## config.mk

```make
export PLATFORM = sky130hd
export DESIGN_NAME = mux_rr_arbiter_16
export DESIGN_NICKNAME = d
export VERILOG_FILES = /design/src/rtl/mux_arb_pkg.sv /design/src/rtl/rr_pick_16.sv /design/src/rtl/mux_rr_arbiter_16.sv
export SDC_FILE = /design/constraint.sdc
export NUM_CORES = 1
export LEC_CHECK = 0
export CORE_MARGIN = 4
export CORE_UTILIZATION = 53
export CTS_BUF_LIST = sky130_fd_sc_hd__clkbuf_16
export DETAILED_ROUTE_END_ITERATION = 7
export GPL_TIMING_DRIVEN = 1
export PLACE_DENSITY = 0.78
export SLEW_MARGIN = 20
export SYNTH_ARGS = -nofsm -noshare
export SYNTH_HDL_FRONTEND = slang
export SYNTH_SLANG_ARGS = --single-unit
```

## constraint.sdc

```tcl
create_clock -name clk -period 4.2 [get_ports clk]
set_input_delay 0.84 -clock clk [delete_from_list [all_inputs] [get_ports clk]]
set_output_delay 0.84 -clock clk [all_outputs]
set_load 0.01 [all_outputs]
```

## src/rtl/mux_arb_pkg.sv

```systemverilog
// Shared constants and state encoding for the round-robin mux arbiter.
package mux_arb_pkg;

    localparam int unsigned N               = 16;
    localparam int unsigned SEL_W           = 4;
    localparam int unsigned QUANTUM_DEFAULT = 8;

    typedef enum logic [1:0] {
        StIdle    = 2'd0,
        StGrant   = 2'd1,
        StHandoff = 2'd2
    } arb_state_e;

endpackage

```

## src/rtl/rr_pick_16.sv

```systemverilog
// Combinational round-robin pick: first asserted request searching upward from pointer+1,
// wrapping 15 -> 0, so the pointer position itself is considered last.
module rr_pick_16
    import mux_arb_pkg::*;
(
    input  logic [N-1:0]     request_i,
    input  logic [SEL_W-1:0] pointer_i,
    output logic             found_o,
    output logic [SEL_W-1:0] index_o,
    output logic [N-1:0]     onehot_o
);

    logic             found;
    logic [SEL_W-1:0] index;
    logic [SEL_W-1:0] cand;

    always_comb begin
        found = 1'b0;
        index = '0;
        cand  = '0;
        for (int unsigned k = 1; k <= N; k++) begin
            cand = pointer_i + SEL_W'(k);
            if (!found && request_i[cand]) begin
                found = 1'b1;
                index = cand;
            end
        end
    end

    assign found_o  = found;
    assign index_o  = index;
    assign onehot_o = found ? (N'(1) << index) : '0;

endmodule

```

## src/rtl/mux_rr_arbiter_16.sv

```systemverilog
// Round-robin arbiter sharing one 16:1 mux; all outputs registered.
// Optional hold-time limit enabled by defining MUX_ARB_TIMEOUT_EN.
module mux_rr_arbiter_16
  import mux_arb_pkg::*;
#(
  parameter int unsigned QUANTUM = QUANTUM_DEFAULT
) (
  input  logic             clk,
  input  logic             reset,
  input  logic [N-1:0]     request_lines,
  output logic [N-1:0]     grant_lines,
  output logic [SEL_W-1:0] select_lines,
  output logic             grant_valid
);

  arb_state_e       state_q, state_d;
  logic [SEL_W-1:0] ptr_q, ptr_d;
  logic [N-1:0]     grant_q, grant_d;
  logic [SEL_W-1:0] sel_q, sel_d;
  logic             valid_q, valid_d;
  logic             hold_expired;

  logic             pick_found;
  logic [SEL_W-1:0] pick_index;
  logic [N-1:0]     pick_onehot;

  rr_pick_16 u_pick (
    .request_i (request_lines),
    .pointer_i (ptr_q),
    .found_o   (pick_found),
    .index_o   (pick_index),
    .onehot_o  (pick_onehot)
  );

`ifdef MUX_ARB_TIMEOUT_EN
  localparam logic [7:0] QuantumLast = 8'(QUANTUM - 1);

  logic [7:0] cnt_q, cnt_d;

  // Only yield the mux when someone else is actually waiting for it.
  assign hold_expired = (cnt_q == QuantumLast) && (|(request_lines & ~grant_q));
`else
  assign hold_expired = 1'b0;
`endif

  always_comb begin
    state_d = state_q;
    ptr_d   = ptr_q;
    grant_d = grant_q;
    sel_d   = sel_q;
    valid_d = valid_q;
`ifdef MUX_ARB_TIMEOUT_EN
    cnt_d   = cnt_q;
`endif
    case (state_q)
      StIdle, StHandoff: begin
        if (pick_found) begin
          state_d = StGrant;
          grant_d = pick_onehot;
          sel_d   = pick_index;
          ptr_d   = pick_index;
          valid_d = 1'b1;
`ifdef MUX_ARB_TIMEOUT_EN
          cnt_d   = '0;
`endif
        end else begin
          state_d = StIdle;
          grant_d = '0;
          valid_d = 1'b0;
        end
      end
      StGrant: begin
        if (!request_lines[sel_q] || hold_expired) begin
          state_d = StHandoff;
          grant_d = '0;
          valid_d = 1'b0;
        end else begin
`ifdef MUX_ARB_TIMEOUT_EN
          cnt_d = (cnt_q == QuantumLast) ? cnt_q : cnt_q + 8'd1;
`endif
        end
      end
      default: begin
        state_d = StIdle;
        grant_d = '0;
        valid_d = 1'b0;
      end
    endcase
  end

  always_ff @(posedge clk or posedge reset) begin
    if (reset) begin
      state_q <= StIdle;
      ptr_q   <= SEL_W'(N - 1);
      grant_q <= '0;
      sel_q   <= '0;
      valid_q <= 1'b0;
`ifdef MUX_ARB_TIMEOUT_EN
      cnt_q   <= '0;
`endif
    end else begin
      state_q <= state_d;
      ptr_q   <= ptr_d;
      grant_q <= grant_d;
      sel_q   <= sel_d;
      valid_q <= valid_d;
`ifdef MUX_ARB_TIMEOUT_EN
      cnt_q   <= cnt_d;
`endif
    end
  end

  assign grant_lines  = grant_q;
  assign select_lines = sel_q;
  assign grant_valid  = valid_q;

endmodule

```

Word-level counts from Yosys, hierarchy flattened
Index checks and enable logic that the tools add are counted.
- flip-flop bits (word level): 27
- bits of input ports: 18
- $add $sub $neg: 15
- magnitude comparators: 17
- equality and inequality tests: 3
- shifts and indexed selects: 1
- multiplexer cells: 75
- reduce and logical (&&, ||, !) cells: 33
- operators by type and width (kind ; count):
    < comparator 4 x 5 -> 1 bit, second input constant ; 17
    binary-select mux 1 bit (select 4 bit) ; 17
    two-way mux 4 bit ; 16
    two-way mux 1 bit ; 36
    adder 4 bit, second input constant ; 8
    two-way mux 16 bit ; 2
    case mux 16 bit (2 select lines) ; 1
    adder 4 x 3 -> 4 bit, second input constant ; 4
    << shifter 1 x 4 -> 16 bit, first input constant ; 1
    logical AND 1 bit ; 15
    logical NOT 1 bit ; 15
    adder 4 x 2 -> 4 bit, second input constant ; 2
    adder 4 x 1 -> 4 bit, second input constant ; 1
    case mux 2 bit (2 select lines) ; 1
    equality test 2 x 1 -> 1 bit, second input constant ; 1
    equality test 2 bit, second input constant ; 1
    logical NOT 2 bit ; 1
    two-way mux 2 bit ; 1
    inequality test 2 bit, second input constant ; 1
    case mux 1 bit (2 select lines) ; 1
    AND reduction 2 bit ; 1
    OR reduction 2 bit ; 1

Logic depth before layout (Yosys ltp)
Gate-level depths: netlist (run 1).
- depth after elaboration: 52
- mapped depth: 17
- gate-level depth less buffers: 12

Modules after synthesis
From an unflattened synthesis (run 1), not the netlist that was laid out.
- cells, all modules: 510
- area total of the unflattened synthesis: 4703.3 sq um
- by module, submodules not included (module ; times used ; cells each ; area each (sq um) ; seq. area each (sq um)):
    rr_pick_16 ; 1 ; 345 ; 3184.3 ; 0.0
    mux_rr_arbiter_16 ; 1 ; 165 ; 1519.0 ; 655.6

Worst setup path before layout (run 1)
OpenSTA, ideal clock, no wires.
- path kind: register to register
- start: register ptr_q[0]
- end: register grant_q[12] (netlist: grant_lines[12])
- arrival time: 4.366 ns
- required time: 4.108 ns
- setup slack: -0.258 ns
- cell stages (with the launch flop): 16
- path buffers: 5
- clock period less this slack: 4.458 ns
- cells stage by stage: dfstp_2 -> buf_6 -> buf_2 -> clkinv_1 -> ha_1 -> clkbuf_1 -> mux4_2 -> mux4_2 -> buf_6 -> nor3_4 -> nand4_4 -> or3_4 -> o32a_1 -> buf_6 -> or2_4 -> o31ai_2
- longest elaborated chain between the ends: 52
- elaborated cells on any way between the ends: 112
- classes of those cells: 15 x add/sub; 1 x shift; 66 x mux; 30 x reduce/logical
- ends and longest elaborated chain (element ; line ; RTL):
    start: declaration ; mux_rr_arbiter_16.sv:17 ; logic [SEL_W-1:0] ptr_q, ptr_d;
    start signal: assignment ; mux_rr_arbiter_16.sv:94 ; ptr_q <= SEL_W'(N - 1);
    start signal: assignment ; mux_rr_arbiter_16.sv:103 ; ptr_q <= ptr_d;
    adder 4 x 1 -> 4 bit ; rr_pick_16.sv:22 ; cand = pointer_i + SEL_W'(k);
    binary-select mux 1 bit (select 4 bit) ; rr_pick_16.sv:23 ; if (!found && request_i[cand]) begin
    two-way mux 1 bit (implied by the code) ; rr_pick_16.sv:23 ;
    two-way mux 1 bit ; rr_pick_16.sv:23 ;
    logical NOT 1 bit ; rr_pick_16.sv:23 ;
    logical AND 1 bit ; rr_pick_16.sv:23 ;
    two-way mux 1 bit ; rr_pick_16.sv:23 ;
    logical NOT 1 bit ; rr_pick_16.sv:23 ;
    [36 not listed] ; -- ;
    logical AND 1 bit ; rr_pick_16.sv:23 ;
    two-way mux 1 bit ; rr_pick_16.sv:23 ;
    logical NOT 1 bit ; rr_pick_16.sv:23 ;
    logical AND 1 bit ; rr_pick_16.sv:23 ;
    two-way mux 4 bit ; rr_pick_16.sv:23 ;
    << shifter 1 x 4 -> 16 bit ; rr_pick_16.sv:32 ; assign onehot_o = found ? (N'(1) << index) : '0;
    two-way mux 16 bit (*) ; mux_rr_arbiter_16.sv:57 ; if (pick_found) begin
    case mux 16 bit (2 select lines) (*) ; mux_rr_arbiter_16.sv:55 ; case (state_q)
    end signal: assignment ; mux_rr_arbiter_16.sv:104 ; grant_q <= grant_d;
    end: declaration ; mux_rr_arbiter_16.sv:18 ; logic [N-1:0] grant_q, grant_d;
Every way passes the cells marked *; elsewhere a longest branch is shown, timed or not. The select of a mux whose other input is x is not followed.
A chain may end at the register's enable or synchronous reset.

Worst setup path after layout (run 1)
- start: input request_lines[12]
- end: register grant_q[12] (netlist: grant_lines[12])
- longest elaborated chain between the ends: 51
- elaborated cells on any way between the ends: 100
- classes of those cells: 1 x eq/ne; 1 x shift; 68 x mux; 30 x reduce/logical
- ends and longest elaborated chain (element ; line ; RTL):
    start: declaration ; mux_rr_arbiter_16.sv:10 ; input logic [N-1:0] request_lines,
    binary-select mux 1 bit (select 4 bit) ; rr_pick_16.sv:23 ;
    two-way mux 1 bit (implied by the code) ; rr_pick_16.sv:23 ;
    two-way mux 1 bit ; rr_pick_16.sv:23 ;
    logical NOT 1 bit ; rr_pick_16.sv:23 ;
    logical AND 1 bit ; rr_pick_16.sv:23 ;
    two-way mux 1 bit ; rr_pick_16.sv:23 ;
    logical NOT 1 bit ; rr_pick_16.sv:23 ;
    logical AND 1 bit ; rr_pick_16.sv:23 ;
    [35 not listed] ; -- ;
    logical AND 1 bit ; rr_pick_16.sv:23 ;
    two-way mux 1 bit ; rr_pick_16.sv:23 ;
    logical NOT 1 bit ; rr_pick_16.sv:23 ;
    logical AND 1 bit ; rr_pick_16.sv:23 ;
    two-way mux 4 bit ; rr_pick_16.sv:23 ;
    << shifter 1 x 4 -> 16 bit ; rr_pick_16.sv:32 ;
    two-way mux 16 bit ; mux_rr_arbiter_16.sv:57 ;
    case mux 16 bit (2 select lines) ; mux_rr_arbiter_16.sv:55 ;
Several ways; a longest one is shown, not always the timed one. The select of a mux whose other input is x is not followed.

==> impl_metrics.ini, run 1 <==
[global_routing]
grt_pass1_wl_mm = 21.8
grt_antenna_before_repair = 0
grt_pass1_vias = 3987
grt_max_degree = 29
grt.total_usage_pct = 33.1
overflow = 0

[sta]
drv_slew = 0
setup_viol = 0
fmax_mhz = 240
worst_pin_slew_ns = 0.957
min_period_ns = 4.16
period_share_pct = 99.1
hold_viol_final = 0
rsz0062_at_grt = yes
hold_slack_ns = 0.430
relSlewSlack_pct = 35.8
fin_skew_ns = 0.00591

[cts]
clockBufferDepth = 2
root_buffer = clkbuf_16
clk_pin_slew_ns = 0.07
holdBufCountCts = 0
cts_tree = yes
clkLatencyLatePin_ns = 0.27
cts_buffers = 3
clkSinkCount = 27
htreeDepth = 1

[cells_and_area]
fill_cells = 441
final_cell_mix = 103 x buf_4, 50 x nand2_1, 35 x clkdlybuf4s50_1
area_growth_pct = 37.4
nets = 536
multi_input_area_um2 = 2940
layout_commonest_cell = buf_4
regArea_um2 = 681
n_antenna_cell = 0
drive_gt1_share_pct = 40.1

[critical_path]
cp_cell_sequence = clkdlybuf4s50_1 > mux4_2 > mux2_2 > buf_4 > mux2i_1 > buf_4 > nor3b_4 > o211ai_1 > a32oi_2 > o21ai_4 > or2_4 > o31ai_2
crit_buf_inv = 3
arrival_ns = 4.34
critPathLaunchType = input port
end_kind = register
cp_max_fo = 7
required_ns = 4.38
path_delay_family = multiplexers
slowest_delay_ns = 0.56
critPathKind = in2reg
cp_slowest_cell = mux4_2
crit_top_cell = buf_4

[placement]
hpwl_mm = 9.94
gp_congestion = 1.03
portBuffers = 38

[floorplanning]
pin_count = 39
fp.dieW_um = 91.4
fp.coreArea_um2 = 6760
start_util_pct = 54.5
die-height_um = 91.4
dieArea_um2 = 8340
rows = 30

[drt]
vias_per_cell = 6.92
drt_iter0_markers = 418
ant_nets = 0
vias = 4073
route.final.wire_length_mm = 13.7
drt_drc_violations_left = 0
drt-pass1-iter-count = 5
routedWlPerCell_um = 23.3

[logic_synthesis]
synthesis.area_um2 = 3680
yosysTopAreaCellShare_pct = 20.2
synth_area_leader_cell = mux4_2
yosysWarnings = 0
ys_seq_area_share_pct = 18.5
async_flop_share_pct = 100
synth_seq_cells = 27
ys.flop_type = dfrtp_1
syn_inst = 383
syn-mean-instance-area_um2 = 9.61
syn-num-nets = 409
synth-edff-count = 0
synth_area_leaders = mux4_2 20%, dfrtp_1 16%, mux2i_1 9.8%
synth_cell_types = 75

[status]
status = finished, final reports clean

[hold_path]
hp-class = reg2reg

[run]
drv_cap = 0
[flip-flops by register name, indices dropped and copies added (netlist names)]
register and flops:
select_lines 4, grant_valid 1, grant_lines 16, state_q 2
ptr_q 4
[worst reg2reg max path: cells and delay by family, from the launching register on]
kind	cells	cell delay, ns
DFF	1	0.56
muxes	3	0.89
buffers and inverters	4	0.64
adders and majority gates	1	0.39
and+or+nand+nor	2	0.60
AOI/OAI and AO/OA	4	0.92
[final cells by class]
cell class              instances  share of cell area, %
multi-input cells             320                   58.2
repair buffers                144                   23.7
flip-flops and latches         27                   13.4
well taps                      80                   1.98
clock buffers                   3                   1.48
inverters                      14                   1.06
clock inverters                 1                  0.173
[cells in the mapped netlist (all sizes together) (2+ instances only)]
| cell | number |
|---|---|
| or2 | 5 |
| o31ai | 16 |
| mux2 | 11 |
| ha | 8 |
| a211oi | 5 |
| a32o | 2 |
| nor2b | 2 |
| o221ai | 3 |
| clkbuf | 6 |
| dfrtp | 23 |
| nor2 | 25 |
| nand3 | 12 |
| and4 | 4 |
| nand2 | 51 |
| a211o | 3 |
| o32a | 3 |
| a32oi | 2 |
| a221oi | 4 |
| o32ai | 2 |
| nor3 | 6 |
| o211ai | 5 |
| nor3b | 2 |
| buf | 16 |
| and2 | 3 |
| dfstp | 4 |
| o21ai | 12 |
| mux4 | 33 |
| nor4 | 2 |
| inv | 13 |
| mux2i | 37 |
| a21o | 3 |
| xor2 | 6 |
| nand2b | 3 |
| nand4 | 5 |
| a21oi | 17 |
| xnor2 | 6 |
| a22oi | 2 |
[timing repair]
item	CTS	global route
setup buffers	0	2
pin swaps	0	5
endpoints found under the setup margin	15	25
gates resized for setup	8	26
[final timing paths]
check / depth (start not counted) / end / slack, ns / from
max: 12 / grant_lines[12]$_DFFE_PP0P_ / 0.04 / request_lines[12]
min: 1 / state_q[1]$_DFFE_PP0P_ / 0.43 / state_q[1]$_DFFE_PP0P_
max reg2reg: 14 / grant_lines[12]$_DFFE_PP0P_ / 0.10 / ptr_q[1]$_DFFE_PP1N_
min reg2reg: 1 / state_q[1]$_DFFE_PP0P_ / 0.43 / state_q[1]$_DFFE_PP0P_
max in group asynchronous: 2 / grant_lines[7]$_DFFE_PP0P_ / 2.78 / reset
min in group asynchronous: 2 / select_lines[2]$_DFFE_PP0N_ / 0.97 / reset
[routing by layer]
metal | wire length (um) | vias up | global-route usage, % | share of wire [%]
met3 | 1200 | 65 | 3.56 | 8.7
li1 | - | 1747 | - | -
met1 | 5250 | 1969 | 43.6 | 38
met5 | 0 | - | 0 | 0
met2 | 6630 | 292 | 55.7 | 48
met4 | 649 | 0 | 13.3 | 4.7
[per-stage QoR]
stage | cells | setup TNS, ns | setup slack, ns | util, % | area [um2]
2_1_floorplan | 383 | 0 | 0.00413 | - | 3690
3_3_place_gp | 583 | -3.09 | -0.270 | 71.3 | 4820
3_5_place_dp | 583 | -4.78 | -0.439 | 71.3 | 4820
4_1_cts | 587 | 0 | 0.00459 | 73.1 | 4940
5_1_grt | 589 | -0.564 | -0.0665 | 74.9 | 5060
6_report | 589 | 0 | 0.0392 | 74.9 | 5060
[cell families (layout without fill, tap and decap cells)]
group                      count (synthesis)  count (layout)  share of synthesized area (%)
buffers and inverters                     36             162                           4.93
AOI/OAI and AO/OA                         93              93                           19.3
DFF                                       27              27                           18.5
muxes                                     81              81                           33.7
xor gates and xnor gates                  12              12                           3.06
adders and majority gates                  8               8                           2.72
and+or+nand+nor                          126             126                           17.8
Power of run 1 is left out: the tool's default activity adds up to more than one toggle a clock period on the data nets, which glitch-free logic cannot reach.
==> run 2, diff against run 1 <==
--- a/config.mk
+++ b/config.mk
@@ -5,12 +5,12 @@
 export SDC_FILE = /design/constraint.sdc
 export NUM_CORES = 1
 export LEC_CHECK = 0
-export CORE_MARGIN = 4
+export CORE_MARGIN = 5
 export CORE_UTILIZATION = 53
 export CTS_BUF_LIST = sky130_fd_sc_hd__clkbuf_16
 export DETAILED_ROUTE_END_ITERATION = 7
 export GPL_TIMING_DRIVEN = 1
-export PLACE_DENSITY = 0.78
+export PLACE_DENSITY = 0.85
 export SLEW_MARGIN = 20
 export SYNTH_ARGS = -nofsm -noshare
 export SYNTH_HDL_FRONTEND = slang
==> run 2 against run 1 <==
The flow now finishes with violations (negative setup slack). Largest cell class unchanged. Global-route usage is 3.3 points lower. Maximum frequency is 4.2% lower. Critical path depth is 2 higher. Worst hold slack better by 0.034 ns. Routed wire length is 4.4% higher.
==> impl_metrics.ini, run 2 (synthesis gave the netlist of run 1 again) <==
[status]
status = complete, but fails checks
violations = negative setup slack

[cts]
cts_tree = yes
clockBufferDepth = 2
holdBufCountCts = 0
clkLatencyLatePin_ns = 0.27
htreeDepth = 1
root_buffer = clkbuf_16
cts_buffers = 3
clkSinkCount = 27
clk_pin_slew_ns = 0.07

[sta]
min_period_ns = 4.34
fmax_mhz = 230
worst_pin_slew_ns = 1.00
fin_skew_ns = 0.00555
fin_setup_tns_ns = -0.991
relSlewSlack_pct = 33.0
period_share_pct = 103
drv_slew = 0
fin_ws_ns = -0.141
setup_viol = 17
hold_viol_final = 0

[drt]
route.final.wire_length_mm = 14.3
routedWlPerCell_um = 24.3
vias_per_cell = 6.99
ant_nets = 0
drt_drc_violations_left = 0
drt_iter0_markers = 581
drt-pass1-iter-count = 5
vias = 4126

[global_routing]
grt.total_usage_pct = 29.8
grt_antenna_before_repair = 0
overflow = 0
grt_pass1_wl_mm = 20.5
grt_max_degree = 29
grt_pass1_vias = 3920

[cells_and_area]
nets = 521
final_cell_mix = 88 x buf_4, 50 x nand2_1, 36 x clkdlybuf4s50_1
largest_reg_flops = 16
drive_gt1_share_pct = 38.3
area_growth_pct = 34.8
n_antenna_cell = 0
layout_commonest_cell = buf_4

[floorplanning]
die-height_um = 93.4
rows = 30
dieArea_um2 = 8710
fp.coreArea_um2 = 6790
fp.dieW_um = 93.4
pin_count = 39
start_util_pct = 54.2

[critical_path]
required_ns = 4.35
slowest_delay_ns = 0.50
arrival_ns = 4.50
r2r_setup_slack_ns = 0.08
end_kind = register
cp_max_fo = 6
cp_cell_sequence = clkdlybuf4s50_1 > buf_4 > buf_4 > mux4_2 > mux2i_1 > mux2i_2 > nand2b_1 > a221oi_1 > nor4_1 > o32a_1 > a211oi_1 > buf_4 > o21ai_2 > o41ai_2
crit_top_cell = buf_4
critPathLaunchType = input port
cp_slowest_cell = clkdlybuf4s50_1
critPathKind = in2reg

[run]
drv_cap = 0

[placement]
hpwl_mm = 10.0
gp_congestion = 1.05
portBuffers = 38

[hold_path]
hp-class = reg2reg
run 2: area by class of cell:
cell class | count | area [um2]
multi-input combinational | 320 | 2940
fill | 465 | 1830
timing repair buffer | 129 | 1080
sequential | 27 | 681
tap | 96 | 120
clock buffer | 3 | 75.1
inverter | 14 | 53.8
clock inverter | 1 | 7.51
run 2: repair_timing:
item,in CTS,in global routing
buffers inserted,0,2
resized for setup,2,29
pin swaps,0,4
setup endpoints to repair,2,21
run 2: worst paths after layout:
check / from / end / depth (start not counted)
worst min-delay path: state_q[1]$_DFFE_PP0P_ / state_q[1]$_DFFE_PP0P_ / 1
max in group asynchronous: reset / grant_lines[2]$_DFFE_PP0P_ / 2
worst max register to register: ptr_q[0]$_DFFE_PP1N_ / grant_lines[10]$_DFFE_PP0P_ / 16
worst min register to register: state_q[1]$_DFFE_PP0P_ / state_q[1]$_DFFE_PP0P_ / 1
worst max-delay path: request_lines[2] / grant_lines[0]$_DFFE_PP0P_ / 14
min in group asynchronous: reset / grant_lines[9]$_DFFE_PP0P_ / 2
run 2: routing by layer:
metal | vias up | track usage [%] | part of all wire (%)
met2 | 352 | 50.0 | 46
met4 | 0 | 11.5 | 7.0
li1 | 1720 | - | -
met1 | 1955 | 38.9 | 37
met3 | 99 | 4.10 | 9.9
met5 | - | 0 | 0
run 2: per-stage QoR:
| step | instances | setup WS, ns | area (um2) | utilization (%) | hold slack, ns |
|---|---|---|---|---|---|
| 4_1_cts | 588 | 0.0297 | 4810 | 70.8 | 0.443 |
| 3_5_place_dp | 584 | -0.232 | 4720 | 69.5 | 0.426 |
| 2_1_floorplan | 383 | 0.00413 | 3690 | - | 0.400 |
| 3_3_place_gp | 584 | -0.168 | 4720 | 69.5 | 0.412 |
| 6_report | 590 | -0.141 | 4960 | 73.0 | 0.463 |
| 5_1_grt | 590 | -0.126 | 4960 | 73.0 | 0.474 |
run 2: worst max-delay path, delay by kind of cell:
family          cells  cell delay [ns]
compound gates      5             1.37
buf+inv             4             1.02
mux                 3             0.97
simple gates        2             0.29
Power of run 2 is left out for the same reason.
==> run 3, diff against run 2 <==
--- a/config.mk
+++ b/config.mk
@@ -11,7 +11,6 @@
 export DETAILED_ROUTE_END_ITERATION = 7
 export GPL_TIMING_DRIVEN = 1
 export PLACE_DENSITY = 0.85
-export SLEW_MARGIN = 20
 export SYNTH_ARGS = -nofsm -noshare
 export SYNTH_HDL_FRONTEND = slang
 export SYNTH_SLANG_ARGS = --single-unit
==> results of run 3 <==
Final layout, timing and power as in run 2 (identical DEF).
Power of run 3 is left out for the same reason.
